## src/rtl/mod_exp_sequencer.sv

```systemverilog
// Issuing side of the modular multiplier: left-to-right square-and-multiply over
// every exponent bit, one multiply in flight, with a response watchdog.
module mod_exp_sequencer #(
    parameter int EXP_BITS = 256,
    parameter int TIMEOUT  = 64,
    parameter int CNT_W    = 9
) (
    input  logic                clock,
    input  logic                reset,
    input  logic                start,
    input  logic [255:0]        base,
    input  logic [EXP_BITS-1:0] exponent,
    output logic                busy,
    output logic                done,
    output logic                error,
    output logic [255:0]        result,
    output logic                mul_in_valid,
    output logic [255:0]        mul_x,
    output logic [255:0]        mul_y,
    input  logic [255:0]        mul_q,
    input  logic                mul_out_valid
);

    // state    | meaning
    // IDLE     | waiting for start
    // SQ_ISSUE | issue acc*acc
    // SQ_WAIT  | wait for square result
    // MU_ISSUE | issue acc*base
    // MU_WAIT  | wait for multiply result
    // FINISH   | publish result, pulse done
    // ERR      | watchdog expired, flag error, pulse done
    localparam logic [2:0] IDLE     = 3'd0;
    localparam logic [2:0] SQ_ISSUE = 3'd1;
    localparam logic [2:0] SQ_WAIT  = 3'd2;
    localparam logic [2:0] MU_ISSUE = 3'd3;
    localparam logic [2:0] MU_WAIT  = 3'd4;
    localparam logic [2:0] FINISH   = 3'd5;
    localparam logic [2:0] ERR      = 3'd6;

    localparam logic [CNT_W-1:0]    IDX_LAST = CNT_W'(EXP_BITS - 1);
    localparam logic [CNT_W-1:0]    IDX_ONE  = CNT_W'(1);
    localparam logic [6:0]          WDOG_MAX = 7'(TIMEOUT);
    localparam logic [EXP_BITS-1:0] EXP_ONE  = EXP_BITS'(1);

    logic [2:0]          state_q, state_d;
    logic [255:0]        acc_q, acc_d;
    logic [255:0]        base_q, base_d;
    logic [EXP_BITS-1:0] exp_q, exp_d;
    logic [CNT_W-1:0]    idx_q, idx_d;
    logic [6:0]          wdog_q, wdog_d;
    logic                busy_q, busy_d;
    logic                done_q, done_d;
    logic                error_q, error_d;
    logic [255:0]        result_q, result_d;
    logic [255:0]        mul_x_q, mul_x_d;
    logic [255:0]        mul_y_q, mul_y_d;
    logic                waiting;
    logic                cur_bit;

    assign waiting = (state_q == SQ_WAIT) || (state_q == MU_WAIT);
    assign cur_bit = |(exp_q & (EXP_ONE << idx_q));

    always_comb begin
        state_d  = state_q;
        acc_d    = acc_q;
        base_d   = base_q;
        exp_d    = exp_q;
        idx_d    = idx_q;
        wdog_d   = wdog_q;
        busy_d   = busy_q;
        done_d   = 1'b0;
        error_d  = error_q;
        result_d = result_q;
        mul_x_d  = mul_x_q;
        mul_y_d  = mul_y_q;

        // A response outside a wait state is a protocol fault, except a stale one after an abort.
        if (mul_out_valid && !waiting && !(state_q == IDLE && !busy_q)) begin
            error_d = 1'b1;
        end

        case (state_q)
            IDLE: begin
                if (start) begin
                    base_d  = base;
                    exp_d   = exponent;
                    acc_d   = 256'd1;
                    idx_d   = IDX_LAST;
                    error_d = 1'b0;
                    busy_d  = 1'b1;
                    state_d = (exponent == '0) ? FINISH : SQ_ISSUE;
                end
            end
            SQ_ISSUE: begin
                mul_x_d = acc_q;
                mul_y_d = acc_q;
                wdog_d  = '0;
                state_d = SQ_WAIT;
            end
            SQ_WAIT: begin
                if (mul_out_valid) begin
                    acc_d = mul_q;
                    if (cur_bit) begin
                        state_d = MU_ISSUE;
                    end else if (idx_q == '0) begin
                        state_d = FINISH;
                    end else begin
                        idx_d   = idx_q - IDX_ONE;
                        state_d = SQ_ISSUE;
                    end
                end else if (wdog_q == WDOG_MAX) begin
                    state_d = ERR;
                end else begin
                    wdog_d = wdog_q + 7'd1;
                end
            end
            MU_ISSUE: begin
                mul_x_d = acc_q;
                mul_y_d = base_q;
                wdog_d  = '0;
                state_d = MU_WAIT;
            end
            MU_WAIT: begin
                if (mul_out_valid) begin
                    acc_d = mul_q;
                    if (idx_q == '0) begin
                        state_d = FINISH;
                    end else begin
                        idx_d   = idx_q - IDX_ONE;
                        state_d = SQ_ISSUE;
                    end
                end else if (wdog_q == WDOG_MAX) begin
                    state_d = ERR;
                end else begin
                    wdog_d = wdog_q + 7'd1;
                end
            end
            FINISH: begin
                result_d = acc_q;
                done_d   = 1'b1;
                busy_d   = 1'b0;
                state_d  = IDLE;
            end
            ERR: begin
                error_d = 1'b1;
                done_d  = 1'b1;
                busy_d  = 1'b0;
                state_d = IDLE;
            end
            default: state_d = IDLE;
        endcase
    end

    always_ff @(posedge clock) begin
        if (reset) begin
            state_q  <= IDLE;
            acc_q    <= '0;
            base_q   <= '0;
            exp_q    <= '0;
            idx_q    <= '0;
            wdog_q   <= '0;
            busy_q   <= 1'b0;
            done_q   <= 1'b0;
            error_q  <= 1'b0;
            result_q <= '0;
            mul_x_q  <= '0;
            mul_y_q  <= '0;
        end else begin
            state_q  <= state_d;
            acc_q    <= acc_d;
            base_q   <= base_d;
            exp_q    <= exp_d;
            idx_q    <= idx_d;
            wdog_q   <= wdog_d;
            busy_q   <= busy_d;
            done_q   <= done_d;
            error_q  <= error_d;
            result_q <= result_d;
            mul_x_q  <= mul_x_d;
            mul_y_q  <= mul_y_d;
        end
    end

    // Operands go out in the issue cycle itself and are held afterwards.
    assign mul_in_valid = (state_q == SQ_ISSUE) || (state_q == MU_ISSUE);
    assign mul_x        = mul_x_d;
    assign mul_y        = mul_y_d;
    assign busy         = busy_q;
    assign done         = done_q;
    assign error        = error_q;
    assign result       = result_q;

endmodule

```

## config.mk

```make
export PLATFORM = sky130hd
export DESIGN_NAME = mod_exp_sequencer
export DESIGN_NICKNAME = d
export VERILOG_FILES = /design/src/rtl/mod_exp_sequencer.sv
export SDC_FILE = /design/constraint.sdc
export NUM_CORES = 2
export LEC_CHECK = 0
export BUFFER_PORTS_ARGS = -buffer_cell sky130_fd_sc_hd__buf_2
export CELL_PAD_IN_SITES_DETAIL_PLACEMENT = 1
export CELL_PAD_IN_SITES_GLOBAL_PLACEMENT = 2
export CORE_AREA = 2 2 600 602
export CTS_BUF_LIST = sky130_fd_sc_hd__clkbuf_8
export CTS_CLUSTER_DIAMETER = 100
export DETAILED_ROUTE_END_ITERATION = 12
export DIE_AREA = 0 0 602 604
export PLACE_DENSITY_LB_ADDON = 0.1
export SYNTH_ARGS = -nofsm -noshare
export SYNTH_HDL_FRONTEND = slang
export SYNTH_SLANG_ARGS = --single-unit
```

## constraint.sdc

```tcl
create_clock -name clock -period 9.48 [get_ports clock]
set_input_delay 1.896 -clock clock [delete_from_list [all_inputs] [get_ports clock]]
set_output_delay 1.896 -clock clock [all_outputs]
set_load 0.1 [all_outputs]
```

## Yosys cells after proc, flatten, opt, wreduce, memory -nomap -nowiden

Cells that the tools add are included.

| storage, ports and cells | value |
|---|---|
| output and inout bits | 772 |
| word-level logic and storage cells | 82 |
| register bits | 1558 |
| input bits | 772 |

| operators by class | value |
|---|---|
| muxes and demuxes | 28 |
| equality and inequality tests | 14 |
| shift operators | 1 |
| bitwise gates (word level) | 1 |
| $add $sub $neg | 2 |
| reduce and logical (&&, ||, !) cells | 24 |

Operators by type and width:

| operator | count |
|---|---|
| $pmux 256 s2 | 2 |
| $mux 256 | 3 |
| $and 256x256->256 | 1 |
| $logic_not 256->1 | 1 |
| $reduce_or 256->1 | 1 |
| $shl 1x9->256 const A | 1 |
| $mux 9 | 5 |
| $pmux 9 s3 | 1 |
| $mux 3 | 7 |
| $pmux 3 s5 | 1 |
| $mux 7 | 2 |
| $pmux 7 s2 | 1 |
| $ne 2x2->1 const B | 6 |
| $eq 3x3->1 const B | 3 |
| $logic_not 9->1 | 1 |
| $sub 9x1->9 const B | 1 |
| $add 7x1->7 const B | 1 |
| $eq 7x7->1 const B | 1 |
| $eq 3x2->1 const B | 2 |
| $reduce_and 3->1 | 2 |
| $reduce_bool 2->1 | 3 |
| $reduce_or 2->1 | 3 |
| $reduce_and 5->1 | 1 |
| $mux 1 | 4 |
| 9 further kinds | 16 |

## Longest topological paths before layout

| depth | value |
|---|---|
| word-level depth | 8 |
| gate-level depth with buffers | 15 |
| mapped depth without buffers | 12 |

## Worst setup path after synthesis

No wires, ideal clock.

| timing path | value |
|---|---|
| kind | reg-to-output |
| start point | register state_q[1] |
| end point | output mul_y[100] |
| setup slack | 3.862 ns |
| data required time | 7.584 ns |
| path buffers | 3 |
| data arrival time | 3.722 ns |
| cell stages (with the launch flop) | 6 |
| path through | dfxtp_1 -> clkbuf_1 -> clkbuf_1 -> buf_1 -> mux2i_1 -> o21ai_0 |

| on the way | value |
|---|---|
| cells in the longest elaborated chain, start to end | 2 |
| elaborated cells between the ends (all ways) | 3 |
| classes of those cells | eq/ne (2); mux (1) |

Ends and longest elaborated chain:

| item | RTL line | RTL |
|---|---|---|
| start, declared | 45 | `logic [2:0] state_q, state_d;` |
| start signal, assigned | 169 | `state_q <= state_d;` |
| $eq 3x2->1 or $eq 3x1->1 (tied branches) | 82 | `case (state_q)` |
| $pmux 256 s2 * | 82 |  |
| end, declared | 19 | `output logic [255:0] mul_y,` |

Mark *: on every way between the ends. The rest lies on a longest branch, timed or not.

## Worst setup path in the final report

| timing path | value |
|---|---|
| start point | register state_q[2] |
| end point | output mul_y[113] |

Same word-level chain as after synthesis.

==> flow_summary.ini <==
[outcome]
outcome = completed

[cts]
clk_path_buf_depth = 4
cts.htree.levels = 5
cts_root_buf = clkbuf_8
cts_sinks = 1558
insertion_delay_ns = 1.02
cts_buffers = 336
ctsHoldBuffers = 0
postCtsSetupRepairBufs = 0
path_clk_slew_ns = 0.05
cts_tree = yes
cts_resized = 0

[synth]
synth_area_leader_cell = dfxtp_1
synth_area_sq_mm = 0.0613
ys_warn_count = 0
postSynthAreaPerCell_sq_um = 7.75
async_reset_ff_frac = 0
synthesis.nets = 8686
yosys-top-cells-area = dfxtp_1 (51%), nand2_1 (18%), a21oi_1 (11%)
synth_edf_count = 0
synth-seq-cells = 1558
synth_cell_types = 67
syn_inst = 7907
synth_flop_cell = dfxtp_1
yosysSeqAreaShare = 0.509
yosysMostFrequentCell = nand2_1
synth.top_cells.by_count = nand2_1 (2857), dfxtp_1 (1558), a21oi_1 (1306)
yosys.area.top_type_share = 0.509

[setup_path]
path_max_fanout = 171
start_kind = flop
crit_type = reg2out
required_ns = 7.58
arrival_ns = 4.76
endpoint_kind = output pin

[timing]
fin_skew_ns = 0.0632
relSlewSlack = 0.116
setup_ws_ns = 2.82
setup_tns_ns = 0
hold_violations = 0
period_share = 0.702
holdWs_ns = 0.449
setup_viol = 0
max_freq_ghz = 0.150
min_period_ns = 6.66
rsz0062_at_grt = no
slew_violations = 0
tightest_slew_ns = 1.33

[job]
max-cap-violations = 0

[final_layout]
final_cell_count_no_fill = 14300
drive_above_1_share = 0.224
finalCoreUtilization = 0.224
fin_nets = 10000
fillers = 42800
area_growth_syn_to_layout_pct = 31.0
fin_area_sq_mm = 0.0802

[route]
dr_total_vias = 62800
drt_iter0_drc = 3121
drc_errors = 0
wl_per_cell_microns = 27.6
wl_mm = 395
viasPerCell = 4.39
ant_nets = 0
dr.pass1.iters = 5

[floorplan]
die_y_microns = 604
initial_core_util = 0.171
die-area_sq_mm = 0.364
die_width_microns = 602
core_sq_mm = 0.358
ios = 1544
rows = 220

[place]
routabilityCongestion = 0.850
dp_hpwl_mm = 284
post_dp_cell_area_sq_mm = 0.0735
dp_cells = 13700
io_buffers = 1543
pre_cts_slack_ns = 3.79

[pwr]
power_mw = 16.1
max-vdd-ir-drop_mv = 0.104
power.leakage_nw = 32.2
powerDensity_mw_per_mm2 = 200

[global_routing]
grt_pass1_wl_mm = 536
grt_overflow = 0
grt.total_usage = 0.208
grt_pass1_vias = 63800
antenna_found_initial = 285
grt_max_degree = 194

[min_path]
min_path_type = reg2reg
-- report_power, final --
group / switching (mW) / internal [mW]
registers: 0.156 / 6.74
logic: 1.36 / 0.411
clock network: 3.43 / 3.99
-- worst max-delay path, stage by stage, from the launching register on --
cell and delay, ns:
dfxtp_1 0.64, nand2b_4 0.64, buf_4 0.71, buf_12 0.40, nand2_1 0.11, o21ai_0 0.23, buf_2 0.53
-- final cells by class --
| class | instances | area [sq um] | share of cell area |
|---|---|---|---|
| sequential | 1558 | 31200 | 0.389 |
| multi-input combinational | 5706 | 27700 | 0.345 |
| timing repair buffer | 1630 | 8670 | 0.108 |
| tap | 4773 | 5970 | 0.0744 |
| clock buffer | 417 | 5740 | 0.0715 |
| clock inverter | 153 | 768 | 0.00957 |
| antenna | 77 | 193 | 0.00240 |
| inverter | 10 | 45.0 | 0.000561 |
-- kinds of logic after synthesis --
kind of cell               after synthesis  synth area share
DFF                                   1558             0.509
and+or+nand+nor                       3688             0.254
AOI/OAI and AO/OA                     1723             0.148
muxes                                  278            0.0456
adders and majority gates                7           0.00143
buffers and inverters                  643            0.0407
xor gates and xnor gates                10           0.00143
-- flip-flops by register name, summed over array words and instances, names as in the netlist, 3 cells and up --
signal	cells
state_q	3
exp_q	256
mul_y_q	256
wdog_q	7
base_q	256
acc_q	256
mul_x_q	256
result	256
idx_q	9
-- worst paths after layout --
kind	from	slack (ns)	depth (start not counted)	endpoint
setup / recovery	state_q[2]$_SDFFE_PP0N_	2.82	6	mul_y[113]
hold / removal	result[173]$_SDFFE_PP0N_	0.45	2	result[173]$_SDFFE_PP0N_
setup reg to reg	idx_q[0]$_SDFFE_PP0P_	4.65	14	idx_q[8]$_SDFFE_PP0P_
hold reg to reg	result[173]$_SDFFE_PP0N_	0.45	2	result[173]$_SDFFE_PP0N_
-- routing by layer --
metal	up-vias	track usage	part of all wire
met2	1928	0.367	0.49
met3	896	0.0607	0.067
met5	-	0	0.0028
met4	168	0.0960	0.050
met1	30700	0.230	0.39
li1	29100	-	-
-- cell usage in the layout (no fill, tap or decap), types with 23 or more instances in the layout --
master       n
inv_1      126
buf_4       65
o21ai_0    281
buf_2     1542
clkbuf_8   417
nand4_1     45
nor4_1      70
a21oi_1   1306
buf_12      23
diode_2     77
nor2_1      25
dfxtp_1   1553
nor2b_1    264
nand3_1    320
mux2i_1    267
nand2_1   2856
(Power assumes the default switching activity.)
